===== src/rtl/inst_loader.sv =====
// inst_loader: boot-time loader that turns a byte stream into 32-bit instruction memory writes.
// Define INST_LOADER_CHECKSUM_EN to require a trailing XOR checksum byte after the data words.
module inst_loader #(
  parameter logic [31:0] BASE_ADDR = 32'h0000_0000,
  parameter int unsigned MAX_WORDS = 256
) (
  input  logic        clk,
  input  logic        rst,
  input  logic        start,
  input  logic        byte_valid,
  input  logic [7:0]  byte_data,
  output logic        byte_ready,
  output logic [31:0] Inst_addr_load,
  output logic [31:0] Inst_load,
  output logic        load_en,
  output logic        cpu_rst_n,
  output logic        busy,
  output logic        done,
  output logic        err
);

`ifdef INST_LOADER_CHECKSUM_EN
  typedef enum logic [2:0] {S_IDLE, S_LEN, S_DATA, S_WRITE, S_CSUM, S_DONE} state_t;
  logic [7:0]  csum;
`else
  typedef enum logic [2:0] {S_IDLE, S_LEN, S_DATA, S_WRITE, S_DONE} state_t;
`endif

  state_t      state;
  logic [23:0] part;       // lower three bytes of the count or word being assembled
  logic [1:0]  bcnt;
  logic [31:0] idx;
  logic [31:0] n_words;
  logic        fire;
  logic [31:0] assembled;

  assign fire      = byte_valid && byte_ready;
  assign assembled = {byte_data, part};

  always_ff @(posedge clk) begin
    if (rst) begin
      state          <= S_IDLE;
      byte_ready     <= 1'b0;
      load_en        <= 1'b0;
      Inst_addr_load <= '0;
      Inst_load      <= '0;
      busy           <= 1'b0;
      done           <= 1'b0;
      err            <= 1'b0;
      cpu_rst_n      <= 1'b0;
      part           <= '0;
      bcnt           <= '0;
      idx            <= '0;
      n_words        <= '0;
`ifdef INST_LOADER_CHECKSUM_EN
      csum           <= '0;
`endif
    end else begin
      done    <= 1'b0;
      load_en <= 1'b0;
      case (state)
        S_IDLE: begin
          if (start) begin
            state      <= S_LEN;
            busy       <= 1'b1;
            cpu_rst_n  <= 1'b0;
            err        <= 1'b0;
            idx        <= '0;
            bcnt       <= '0;
            byte_ready <= 1'b1;
`ifdef INST_LOADER_CHECKSUM_EN
            csum       <= '0;
`endif
          end
        end

        S_LEN: begin
          if (fire) begin
            part <= {byte_data, part[23:8]};
            bcnt <= bcnt + 2'd1;
            if (bcnt == 2'd3) begin
              n_words <= assembled;
              if (assembled == 32'd0) begin
`ifdef INST_LOADER_CHECKSUM_EN
                state      <= S_CSUM;
`else
                state      <= S_DONE;
                byte_ready <= 1'b0;
                done       <= 1'b1;
                cpu_rst_n  <= 1'b1;
`endif
              end else if (assembled > 32'(MAX_WORDS)) begin
                state      <= S_IDLE;
                byte_ready <= 1'b0;
                busy       <= 1'b0;
                err        <= 1'b1;
              end else begin
                state <= S_DATA;
              end
            end
          end
        end

        S_DATA: begin
          if (fire) begin
            part <= {byte_data, part[23:8]};
            bcnt <= bcnt + 2'd1;
`ifdef INST_LOADER_CHECKSUM_EN
            csum <= csum ^ byte_data;
`endif
            if (bcnt == 2'd3) begin
              state          <= S_WRITE;
              byte_ready     <= 1'b0;
              load_en        <= 1'b1;
              Inst_addr_load <= BASE_ADDR + (idx << 2);
              Inst_load      <= assembled;
            end
          end
        end

        S_WRITE: begin
          idx <= idx + 32'd1;
          if (idx + 32'd1 < n_words) begin
            state      <= S_DATA;
            byte_ready <= 1'b1;
          end else begin
`ifdef INST_LOADER_CHECKSUM_EN
            state      <= S_CSUM;
            byte_ready <= 1'b1;
`else
            state      <= S_DONE;
            done       <= 1'b1;
            cpu_rst_n  <= 1'b1;
`endif
          end
        end

`ifdef INST_LOADER_CHECKSUM_EN
        S_CSUM: begin
          if (fire) begin
            byte_ready <= 1'b0;
            if (byte_data == csum) begin
              state     <= S_DONE;
              done      <= 1'b1;
              cpu_rst_n <= 1'b1;
            end else begin
              state <= S_IDLE;
              busy  <= 1'b0;
              err   <= 1'b1;
            end
          end
        end
`endif

        S_DONE: begin
          state <= S_IDLE;
          busy  <= 1'b0;
        end

        default: state <= S_IDLE;
      endcase
    end
  end

endmodule

===== config.mk =====
export PLATFORM = sky130hd
export DESIGN_NAME = inst_loader
export DESIGN_NICKNAME = d
export VERILOG_FILES = /design/src/rtl/inst_loader.sv
export SDC_FILE = /design/constraint.sdc
export NUM_CORES = 1
export LEC_CHECK = 0
export ABC_AREA = 1
export CAP_MARGIN = 20
export CELL_PAD_IN_SITES_DETAIL_PLACEMENT = 1
export CELL_PAD_IN_SITES_GLOBAL_PLACEMENT = 2
export CORE_MARGIN = 5
export CORE_UTILIZATION = 30
export CTS_CLUSTER_SIZE = 24
export DETAILED_ROUTE_END_ITERATION = 8
export PLACE_DENSITY = 0.74
export SLEW_MARGIN = 20
export SYNTH_ARGS = -nofsm -noshare
export SYNTH_HDL_FRONTEND = slang
export SYNTH_SLANG_ARGS = --single-unit
export TNS_END_PERCENT = 20

===== constraint.sdc =====
create_clock -name clk -period 3.1 [get_ports clk]
set_input_delay 0.93 -clock clk [delete_from_list [all_inputs] [get_ports clk]]
set_output_delay 0.93 -clock clk [all_outputs]
set_load 0.005 [all_outputs]

==> flow_metrics.env, run 1 <==
export IMPL_outcome="complete, no violations"
export IMPL_rows=57
export IMPL_cts_tree="built"
export IMPL_crit_arrival_ns=3.23
export IMPL_clockBufferDepth=2
export IMPL_antenna_found_initial=0
export IMPL_drc=0
export IMPL_core_area_um2=24300
export IMPL_maxCapViolCount=0
export IMPL_dpl_hpwl_um=18300
export IMPL_yosysSeqAreaShare=0.434
export IMPL_min_from="n_words[13]"
export IMPL_boundaryPins=82
export IMPL_yosys_area_top_type="dfxtp_1"
export IMPL_htree_levels=4
export IMPL_r2r_start="idx[2]"
export IMPL_max_freq_ghz=0.344
export IMPL_syn2layout_area_growth_pct=27.7
export IMPL_via_count=6907
export IMPL_die_h_um=167
export IMPL_fin_nets=1152
export IMPL_synthFlopType="dfxtp_1"
export IMPL_yosys_warnings=0
export IMPL_grt_overflow=0
export IMPL_finalWorstSetupSlack_ns=0.195
export IMPL_antenna_cells=0
export IMPL_clk_pin_slew_ns=0.07
export IMPL_ant_nets=0
export IMPL_globalplace_congestion=0.941
export IMPL_clock_latency_ns=0.44
export IMPL_grt_pass1_wl_um=39500
export IMPL_max_stage_delay_ns=0.37
export IMPL_regToRegSetupSlack_ns=0.20
export IMPL_path_cells="inv_2 -> nor3_4 -> nand2_2 -> nor2_4 -> nand2_4 -> nor3_4 -> nand2_1 -> and2_1 -> ha_1 -> a21oi_1 -> o21ai_0 -> nor2_1 -> nand2_1 -> nand2_1 -> nand2_1 -> nand2_1 -> nand3_1 -> nand2_1 -> nor2_1"
export IMPL_crit_fanout=4
export IMPL_crit_family="simple AND/OR/NAND/NOR gates"
export IMPL_cts_sinks=161
export IMPL_synthDistinctLibCells=34
export IMPL_leakage_nw=3.89
export IMPL_fin_crit_sh=0.937
export IMPL_hold_viol=0
export IMPL_synth_edf_count=0
export IMPL_synth_area_per_cell_um2=7.27
export IMPL_ys_seq_elements=161
export IMPL_drt_iter0_drc=365
export IMPL_startpoint_type="flip-flop"
export IMPL_grt_max_degree=62
export IMPL_drive_gt1_frac=0.111
export IMPL_hold_path_class="flip-flop to flip-flop"
export IMPL_routed_wl_um=24700
export IMPL_netlist_area_um2=7420
export IMPL_preCtsSetupSlack_ns=0.148
export IMPL_start_util=0.305
export IMPL_port_buffers=79
export IMPL_hold_ws_ns=0.460
export IMPL_viasPerCell=4.78
export IMPL_relSlewSlack=0.490
export IMPL_die_width_um=167
export IMPL_clockRootBuffer="clkbuf_16"
export IMPL_path_class="flip-flop to flip-flop"
export IMPL_synth_top_area_frac=0.434
export IMPL_finClkSkew_ns=0.0156
export IMPL_synth_async_reset_ratio=0
export IMPL_worst_r2r_path_depth=19
export IMPL_slew_viol_final=0
export IMPL_die_area_um2=28000
export IMPL_setup_viol=0
export IMPL_grt_pass1_vias=7052
export IMPL_whs_path_depth=2
export IMPL_fin_setup_tns_ns=0
export IMPL_synthCells=1021
export IMPL_min_to="n_words[13]"
export IMPL_synth_area_leaders="dfxtp_1 43%, a21oi_1 10%, o21ai_0 8.7%, nand2_1 8.7%, inv_1 6.4%"
export IMPL_worst_pin_slew_ns=0.764
export IMPL_cts_buffers=17
export IMPL_fin_crit_ns=2.90
export IMPL_crit_required_ns=3.42
export IMPL_vdd_ir_drop_max_mv=0.286
export IMPL_post_drt_wl_per_cell_um=17.1
export IMPL_powerDensity_nw_per_um2=510
export IMPL_endpoint_kind="flip-flop"
export IMPL_total_power_mw=4.84
export IMPL_slowest_stage="dfxtp_4"
export IMPL_cp_buffers_inverters=1
export IMPL_grt_use_total=0.177
export IMPL_cpMostUsedCell="nand2_1"
export IMPL_drt_first_pass_iters=4
export IMPL_r2r_end="byte_ready"
-- layer usage --
layer / up-vias / part of all wire / track usage
li1: 3499 / - / -
met1: 3276 / 0.49 / 0.238
met2: 106 / 0.47 / 0.296
met3: 26 / 0.033 / 0.0316
met4: 0 / 0.014 / 0.0438
met5: - / 0 / 0
-- cell usage in the layout (no fill, tap or decap), drive strengths merged, types with 15 or more instances in the layout --
master,count
nand3,26
inv,138
dfxtp,161
clkdlybuf4s50,79
ha,33
o21ai,131
clkbuf,19
nor3,18
buf,37
nor2,100
a21oi,151
nand2,174
nand4,15
-- tightest hold or removal path: stages, from the launching register on --
cell,delay [ns]
dfxtp_1,0.30
inv_1,0.06
a21oi_1,0.05
-- Yosys cell counts, types with 3 or more instances --
cell type / instances
nor3_1: 13
nor2_4: 3
dfxtp_1: 161
a21oi_1: 150
ha_1: 33
o21ai_0: 129
clkbuf_1: 31
nor2_2: 3
xnor2_1: 4
inv_2: 5
inv_1: 127
nand4_1: 15
xor2_1: 10
nand2_1: 172
nor2_1: 94
nand3_1: 26
nor3_2: 3
buf_2: 14
nor4_1: 7
-- metrics by stage --
stage / util / cells / instance area, µm²
final: 0.390 / 1444 / 9480
after detailed placement: 0.358 / 1407 / 8700
after global placement: 0.358 / 1407 / 8700
after floorplan: - / 1022 / 7430
after CTS: 0.383 / 1439 / 9320
after global routing: 0.390 / 1444 / 9480
-- power by group --
| group | total [mW] | leakage (nW) | internal, mW | switching, mW |
|---|---|---|---|---|
| registers | 2.16 | 1.30 | 2.12 | 0.0449 |
| clock network | 2.24 | 0.301 | 1.31 | 0.929 |
| logic | 0.436 | 2.28 | 0.140 | 0.296 |
| total | 4.84 | 3.89 | 3.57 | 1.27 |
-- worst max-delay path by stage --
stage	to	cells past startpoint	slack (ns)	start
floorplan	byte_ready	20	0.50	idx[0]
global placement	state[1]	20	0.20	idx[0]
detailed placement	done	19	0.15	idx[0]
CTS	done	19	0.12	idx[0]
global route	byte_ready	22	-0.06	idx[2]
finish	byte_ready	19	0.20	idx[2]
-- kinds of logic (layout without fill, tap and decap cells) --
group | Yosys count | in the layout | share of synthesized area
AND/OR/NAND/NOR | 343 | 343 | 0.200
adder cells (fa/ha/maj) | 33 | 33 | 0.0556
XOR/XNOR | 15 | 15 | 0.0187
other | 1 | 2 | 0.000505
AO/OA/AOI/OAI | 285 | 285 | 0.194
flip-flops | 161 | 161 | 0.434
buffers and inverters | 183 | 281 | 0.0969
-- cell type report --
cell class,instances,area (µm²)
Inverter,133,499
Fill cell,2980,14800
Clock buffer,19,443
Multi-Input combinational cell,678,3610
Clock inverter,13,171
Timing Repair Buffer,116,1120
Tap cell,324,405
Sequential cell,161,3230
-- flip-flops by register name, summed over array words and instances (netlist names) --
register,flops
Inst_load,32
idx,32
n_words,32
Inst_addr_load,30
part,24
state,3
bcnt,2
busy,1
byte_ready,1
cpu_rst_n,1
done,1
err,1
load_en,1
-- what timing repair did --
action	in CTS	in global routing
setup endpoints to repair	0	5
endpoints found under the hold margin	0	0
hold buffers	0	0
buffers inserted	0	5
gates resized for setup	0	34
Power figures use the tool's default switching activity.
==> run 2, diff against run 1 <==
--- a/config.mk
+++ b/config.mk
@@ -10,10 +10,10 @@
 export CELL_PAD_IN_SITES_DETAIL_PLACEMENT = 1
 export CELL_PAD_IN_SITES_GLOBAL_PLACEMENT = 2
 export CORE_MARGIN = 5
-export CORE_UTILIZATION = 30
+export CORE_UTILIZATION = 32
 export CTS_CLUSTER_SIZE = 24
 export DETAILED_ROUTE_END_ITERATION = 8
-export PLACE_DENSITY = 0.74
+export PLACE_DENSITY = 0.78
 export SLEW_MARGIN = 20
 export SYNTH_ARGS = -nofsm -noshare
 export SYNTH_HDL_FRONTEND = slang
==> run 2 against run 1 <==
Compared with the run above: clock power shrank 6%; highest routed layer unchanged; first-iteration DRC count shrank 11%; register-to-register slack barely moved; maximum frequency about the same; combinational power decreased by 5.0%; sequential share of layout area increased by 0.90 points; via count decreased by 2.0%; critical path depth fell by 2.
==> flow_metrics.env, run 2 (same netlist as run 1, synthesis figures left out) <==
export IMPL_outcome="complete, no violations"
export IMPL_grt_use_met3=0.0304
export IMPL_boundaryPins=82
export IMPL_placed_cells=1363
export IMPL_setup_worst_path_start="idx[1]"
export IMPL_relSlewSlack=0.552
export IMPL_crit_arrival_ns=3.24
export IMPL_cts_sinks=161
export IMPL_syn2layout_area_growth_pct=24.1
export IMPL_globalplace_congestion=0.824
export IMPL_layout_common_cells="171 x nand2_1, 160 x dfxtp_1, 150 x a21oi_1"
export IMPL_r2r_end="cpu_rst_n"
export IMPL_hold_path_class="flip-flop to flip-flop"
export IMPL_grt_pass1_wl_um=37700
export IMPL_dpl_hpwl_um=17200
export IMPL_clock_latency_ns=0.44
export IMPL_clk_pin_slew_ns=0.07
export IMPL_fin_crit_ns=2.91
export IMPL_drive_gt1_frac=0.0827
export IMPL_total_power_mw=4.68
export IMPL_rsz0062_at_grt="yes"
export IMPL_pwr_share_comb=0.088
export IMPL_max_freq_ghz=0.344
export IMPL_grt_overflow=0
export IMPL_drt_first_pass_iters=4
export IMPL_preCtsSetupSlack_ns=0.0836
export IMPL_drt_iter0_drc=324
export IMPL_vdd_ir_drop_max_mv=0.336
export IMPL_cpMostUsedCell="nand2_1"
export IMPL_endpoint_kind="flip-flop"
export IMPL_top_usage_layer="met2"
export IMPL_r2r_start="idx[1]"
export IMPL_startpoint_type="flip-flop"
export IMPL_maxCapViolCount=0
export IMPL_largest_registers="Inst_load x32, idx x32, n_words x32"
export IMPL_regToRegSetupSlack_ns=0.19
export IMPL_whs_path_depth=2
export IMPL_die_width_um=162
export IMPL_port_buffers=79
export IMPL_crit_fanout=4
export IMPL_grt_use_total=0.181
export IMPL_fin_cells=1397
export IMPL_utilization=0.406
export IMPL_max_stage_delay_ns=0.36
export IMPL_internal_power_mw=3.40
export IMPL_post_drt_wl_per_cell_um=16.9
export IMPL_min_to="err"
export IMPL_layout_commonest_cell="nand2_1"
export IMPL_leakage_nw=3.81
export IMPL_powerDensity_nw_per_um2=508
export IMPL_setup_viol=0
export IMPL_cts_tree="built"
export IMPL_worst_r2r_path_depth=17
export IMPL_switching_power_mw=1.28
export IMPL_routed_wl_um=23700
export IMPL_clkPwrFrac=0.450
export IMPL_clockBufferDepth=2
export IMPL_finClkSkew_ns=0.0101
export IMPL_seqPwrFrac=0.462
export IMPL_slew_viol_final=0
export IMPL_slowest_stage="dfxtp_1"
export IMPL_antenna_found_initial=0
export IMPL_min_from="err"
export IMPL_met2_usage=0.301
export IMPL_path_class="flip-flop to flip-flop"
export IMPL_die_area_um2=26300
export IMPL_via_count=6772
export IMPL_hold_viol=0
export IMPL_crit_required_ns=3.43
export IMPL_grt_max_degree=105
export IMPL_cts_buffers=17
export IMPL_clockRootBuffer="clkbuf_16"
export IMPL_rows=55
export IMPL_fin_crit_sh=0.938
export IMPL_fin_nets=1144
export IMPL_antenna_cells=0
export IMPL_grt_pass1_vias=6888
export IMPL_die_h_um=162
export IMPL_path_cells="inv_1 -> nor3_4 -> nand2_2 -> nor2_4 -> nand2_4 -> nor3_4 -> nand2_1 -> and2_1 -> ha_1 -> a21oi_1 -> o21ai_0 -> nor2_1 -> nand2_1 -> nand2_1 -> nand3_1 -> nand2_1 -> a21oi_1"
export IMPL_start_util=0.327
export IMPL_finalWorstSetupSlack_ns=0.193
export IMPL_viasPerCell=4.85
export IMPL_worst_pin_slew_ns=0.672
export IMPL_ant_nets=0
export IMPL_core_area_um2=22700
export IMPL_p_sw_frac=0.274
export IMPL_drc=0
export IMPL_use_met1=0.245
export IMPL_htree_levels=4
==> run 2: timing repair <==
action	in CTS	in global routing
buffers inserted	0	2
hold buffers	0	0
resized for setup	0	9
endpoints found under the setup margin	0	5
==> run 2: area by class of cell <==
type                            count  area (µm²)
Clock buffer                       20         447
Clock inverter                     12         124
Tap cell                          285         357
Inverter                          133         499
Fill cell                        2801       13500
Sequential cell                   161        3220
Multi-Input combinational cell    678        3530
Timing Repair Buffer              108        1030
==> run 2: power groups by stage <==
stage               Clock [mW]  Sequential (mW)  Combinational [mW]
floorplan                    0             2.19               0.252
CTS                       2.15             2.16               0.420
global placement             0             2.21               0.413
detailed placement           0             2.21               0.418
global route              2.23             2.17               0.460
finish                    2.11             2.16               0.414
==> run 2: metal layers <==
metal / share of wire / wire length [µm]
met1: 0.48 / 11500
met2: 0.47 / 11100
met3: 0.033 / 790
met4: 0.014 / 325
met5: 0 / 0
==> run 2: how the worst max path moves through the flow <==
stage	endpoint	slack (ns)	cells past startpoint
6_report	cpu_rst_n	0.19	17
5_1_grt	state[1]	-0.03	19
4_1_cts	state[1]	0.06	19
3_5_place_dp	state[1]	0.08	19
3_3_place_gp	state[1]	0.14	19
2_1_floorplan	byte_ready	0.50	20
==> run 2: critical path, delay by kind of cell (launching register included) <==
kind	cells	cell delay, ns
and+or+nand+nor	12	1.71
DFF	1	0.36
buffers and inverters	1	0.11
adders and majority gates	1	0.31
AOI/OAI and AO/OA	3	0.30
==> run 2: metrics by stage <==
stage | TNS, ns | hold WS (ns) | cell area, µm²
after detailed placement | 0 | 0.454 | 8590
after CTS | 0 | 0.464 | 9160
final | 0 | 0.455 | 9210
after global placement | 0 | 0.448 | 8590
after floorplan | 0 | 0.435 | 7430
after global routing | -0.101 | 0.485 | 9210
==> run 3, diff against run 2 <==
--- a/config.mk
+++ b/config.mk
@@ -9,7 +9,7 @@
 export CAP_MARGIN = 20
 export CELL_PAD_IN_SITES_DETAIL_PLACEMENT = 1
 export CELL_PAD_IN_SITES_GLOBAL_PLACEMENT = 2
-export CORE_MARGIN = 5
+export CORE_MARGIN = 3
 export CORE_UTILIZATION = 32
 export CTS_CLUSTER_SIZE = 24
 export DETAILED_ROUTE_END_ITERATION = 8
==> run 3 against run 2 <==
Compared with the run above: die area fell by 4.9%; clock skew barely moved; first-iteration DRC count fell by 9.9%; maximum frequency rose by 0.81%; non-clock buffer count rose by 2; routed wire length rose by 0.48%; sequential cell count did not move; clock-buffer cell count fell by 1; largest power group unchanged.
==> flow_metrics.env, run 3 (same netlist as run 1, synthesis figures left out) <==
export IMPL_regToRegSetupSlack_ns=0.22
export IMPL_clk_pin_slew_ns=0.07
export IMPL_path_class="flip-flop to flip-flop"
export IMPL_post_drt_wl_per_cell_um=17.0
export IMPL_cts_sinks=161
export IMPL_antenna_found_initial=0
export IMPL_core_area_um2=22700
export IMPL_clock_latency_ns=0.43
export IMPL_relSlewSlack=0.536
export IMPL_outcome="complete, no violations"
export IMPL_grt_overflow=0
export IMPL_placed_cells=1364
export IMPL_crit_fanout=4
export IMPL_path_cells="inv_2 -> nor3_4 -> nand2_2 -> nor2_4 -> buf_4 -> nand2_1 -> inv_1 -> nand2_1 -> xor2_1 -> clkinv_1 -> ha_1 -> a21oi_1 -> nor2_1 -> nor2_1 -> nand3_1 -> nor2_1 -> nand2_1 -> nand2_1 -> nand3_1 -> nand2_1 -> nor2_1"
export IMPL_drive_gt1_frac=0.0978
export IMPL_vdd_ir_drop_max_mv=0.331
export IMPL_die_h_um=158
export IMPL_viasPerCell=4.90
export IMPL_rows=55
export IMPL_fin_crit_sh=0.930
export IMPL_worst_pin_slew_ns=0.696
export IMPL_powerDensity_nw_per_um2=503
export IMPL_largest_registers="Inst_load x32, idx x32, n_words x32"
export IMPL_layout_common_cells="169 x nand2_1, 158 x dfxtp_1, 146 x a21oi_1"
export IMPL_routed_wl_um=23800
export IMPL_fin_crit_ns=2.88
export IMPL_grt_pass1_vias=6966
export IMPL_seqPwrFrac=0.462
export IMPL_grt_pass1_wl_um=38100
export IMPL_antenna_cells=0
export IMPL_globalplace_congestion=0.872
export IMPL_die_area_um2=25100
export IMPL_fin_setup_tns_ns=0
export IMPL_via_count=6857
export IMPL_dpl_hpwl_um=17300
export IMPL_slew_viol_final=0
export IMPL_fin_nets=1146
export IMPL_pwr_share_comb=0.089
export IMPL_finClkSkew_ns=0.00969
export IMPL_max_freq_ghz=0.347
export IMPL_startpoint_type="flip-flop"
export IMPL_grt_use_total=0.195
export IMPL_drt_first_pass_iters=4
export IMPL_p_sw_frac=0.273
export IMPL_crit_arrival_ns=3.21
export IMPL_internal_power_mw=3.41
export IMPL_htree_levels=4
export IMPL_cts_buffers=17
export IMPL_setup_viol=0
export IMPL_endpoint_kind="flip-flop"
export IMPL_max_stage_delay_ns=0.37
export IMPL_clockRootBuffer="clkbuf_16"
export IMPL_drt_iter0_drc=292
export IMPL_grt_max_degree=105
export IMPL_port_buffers=79
export IMPL_leakage_nw=3.82
export IMPL_hold_viol=0
export IMPL_syn2layout_area_growth_pct=25.5
export IMPL_hold_path_class="flip-flop to flip-flop"
export IMPL_ant_nets=0
export IMPL_dpl_instance_area_um2=8600
export IMPL_clockBufferDepth=2
export IMPL_clkPwrFrac=0.449
export IMPL_cts_tree="built"
export IMPL_fin_area_um2=9310
export IMPL_crit_required_ns=3.42
export IMPL_layout_commonest_cell="nand2_1"
export IMPL_maxCapViolCount=0
export IMPL_switching_power_mw=1.28
export IMPL_slowest_stage="dfxtp_4"
export IMPL_fin_cells=1399
export IMPL_cpMostUsedCell="nand2_1"
export IMPL_start_util=0.327
export IMPL_boundaryPins=82
export IMPL_die_width_um=158
export IMPL_drc=0
## run 3: final timing paths
| check | from | endpoint | cells after the start |
|---|---|---|---|
| max | idx[2] | byte_ready | 21 |
| min | err | err | 2 |
| max reg2reg | idx[2] | byte_ready | 21 |
| min reg2reg | err | err | 2 |
## run 3: final cells by class
class                      count  area [µm²]
fill                        2809       13400
multi-input combinational    678        3590
sequential                   161        3230
timing repair buffer         110        1050
inverter                     133         499
clock buffer                  19         443
tap                          285         357
clock inverter                13         143
## run 3: metrics by stage
stage | total power [mW] | setup WS, ns | utilization | hold slack, ns
after floorplan | 2.45 | 0.495 | - | 0.435
after global placement | 2.62 | 0.210 | 0.379 | 0.451
after detailed placement | 2.63 | 0.134 | 0.379 | 0.451
after CTS | 4.74 | 0.109 | 0.404 | 0.461
after global routing | 4.89 | -0.0285 | 0.410 | 0.480
final | 4.69 | 0.217 | 0.410 | 0.452
## run 3: metal layers
metal / global-route usage / share of wire / vias to the layer above
li1: - / - / 3481
met1: 0.266 / 0.49 / 3266
met2: 0.323 / 0.47 / 88
met3: 0.0296 / 0.025 / 22
met4: 0.0524 / 0.014 / 0
met5: 0 / 0 / -
## run 3: what timing repair did
action                                  4_1_cts  5_1_grt
endpoints found under the setup margin        0        5
gates resized for setup                       0       25
hold buffers                                  0        0
setup buffers                                 0        3
endpoints found under the hold margin         0        0
## run 3: critical path, delay by kind of cell (launching register included)
| kind | cells | cell delay, ns |
|---|---|---|
| buffers and inverters | 4 | 0.41 |
| XOR/XNOR | 1 | 0.15 |
| adder cells (fa/ha/maj) | 1 | 0.30 |
| flip-flops | 1 | 0.37 |
| AND/OR/NAND/NOR | 14 | 1.40 |
| AO/OA/AOI/OAI | 1 | 0.15 |
## run 3: power groups by stage
stage	combinational [mW]	clock, mW	sequential [mW]
global route	0.467	2.25	2.17
global placement	0.413	0	2.21
finish	0.417	2.11	2.16
CTS	0.416	2.16	2.16
detailed placement	0.415	0	2.21
floorplan	0.252	0	2.19
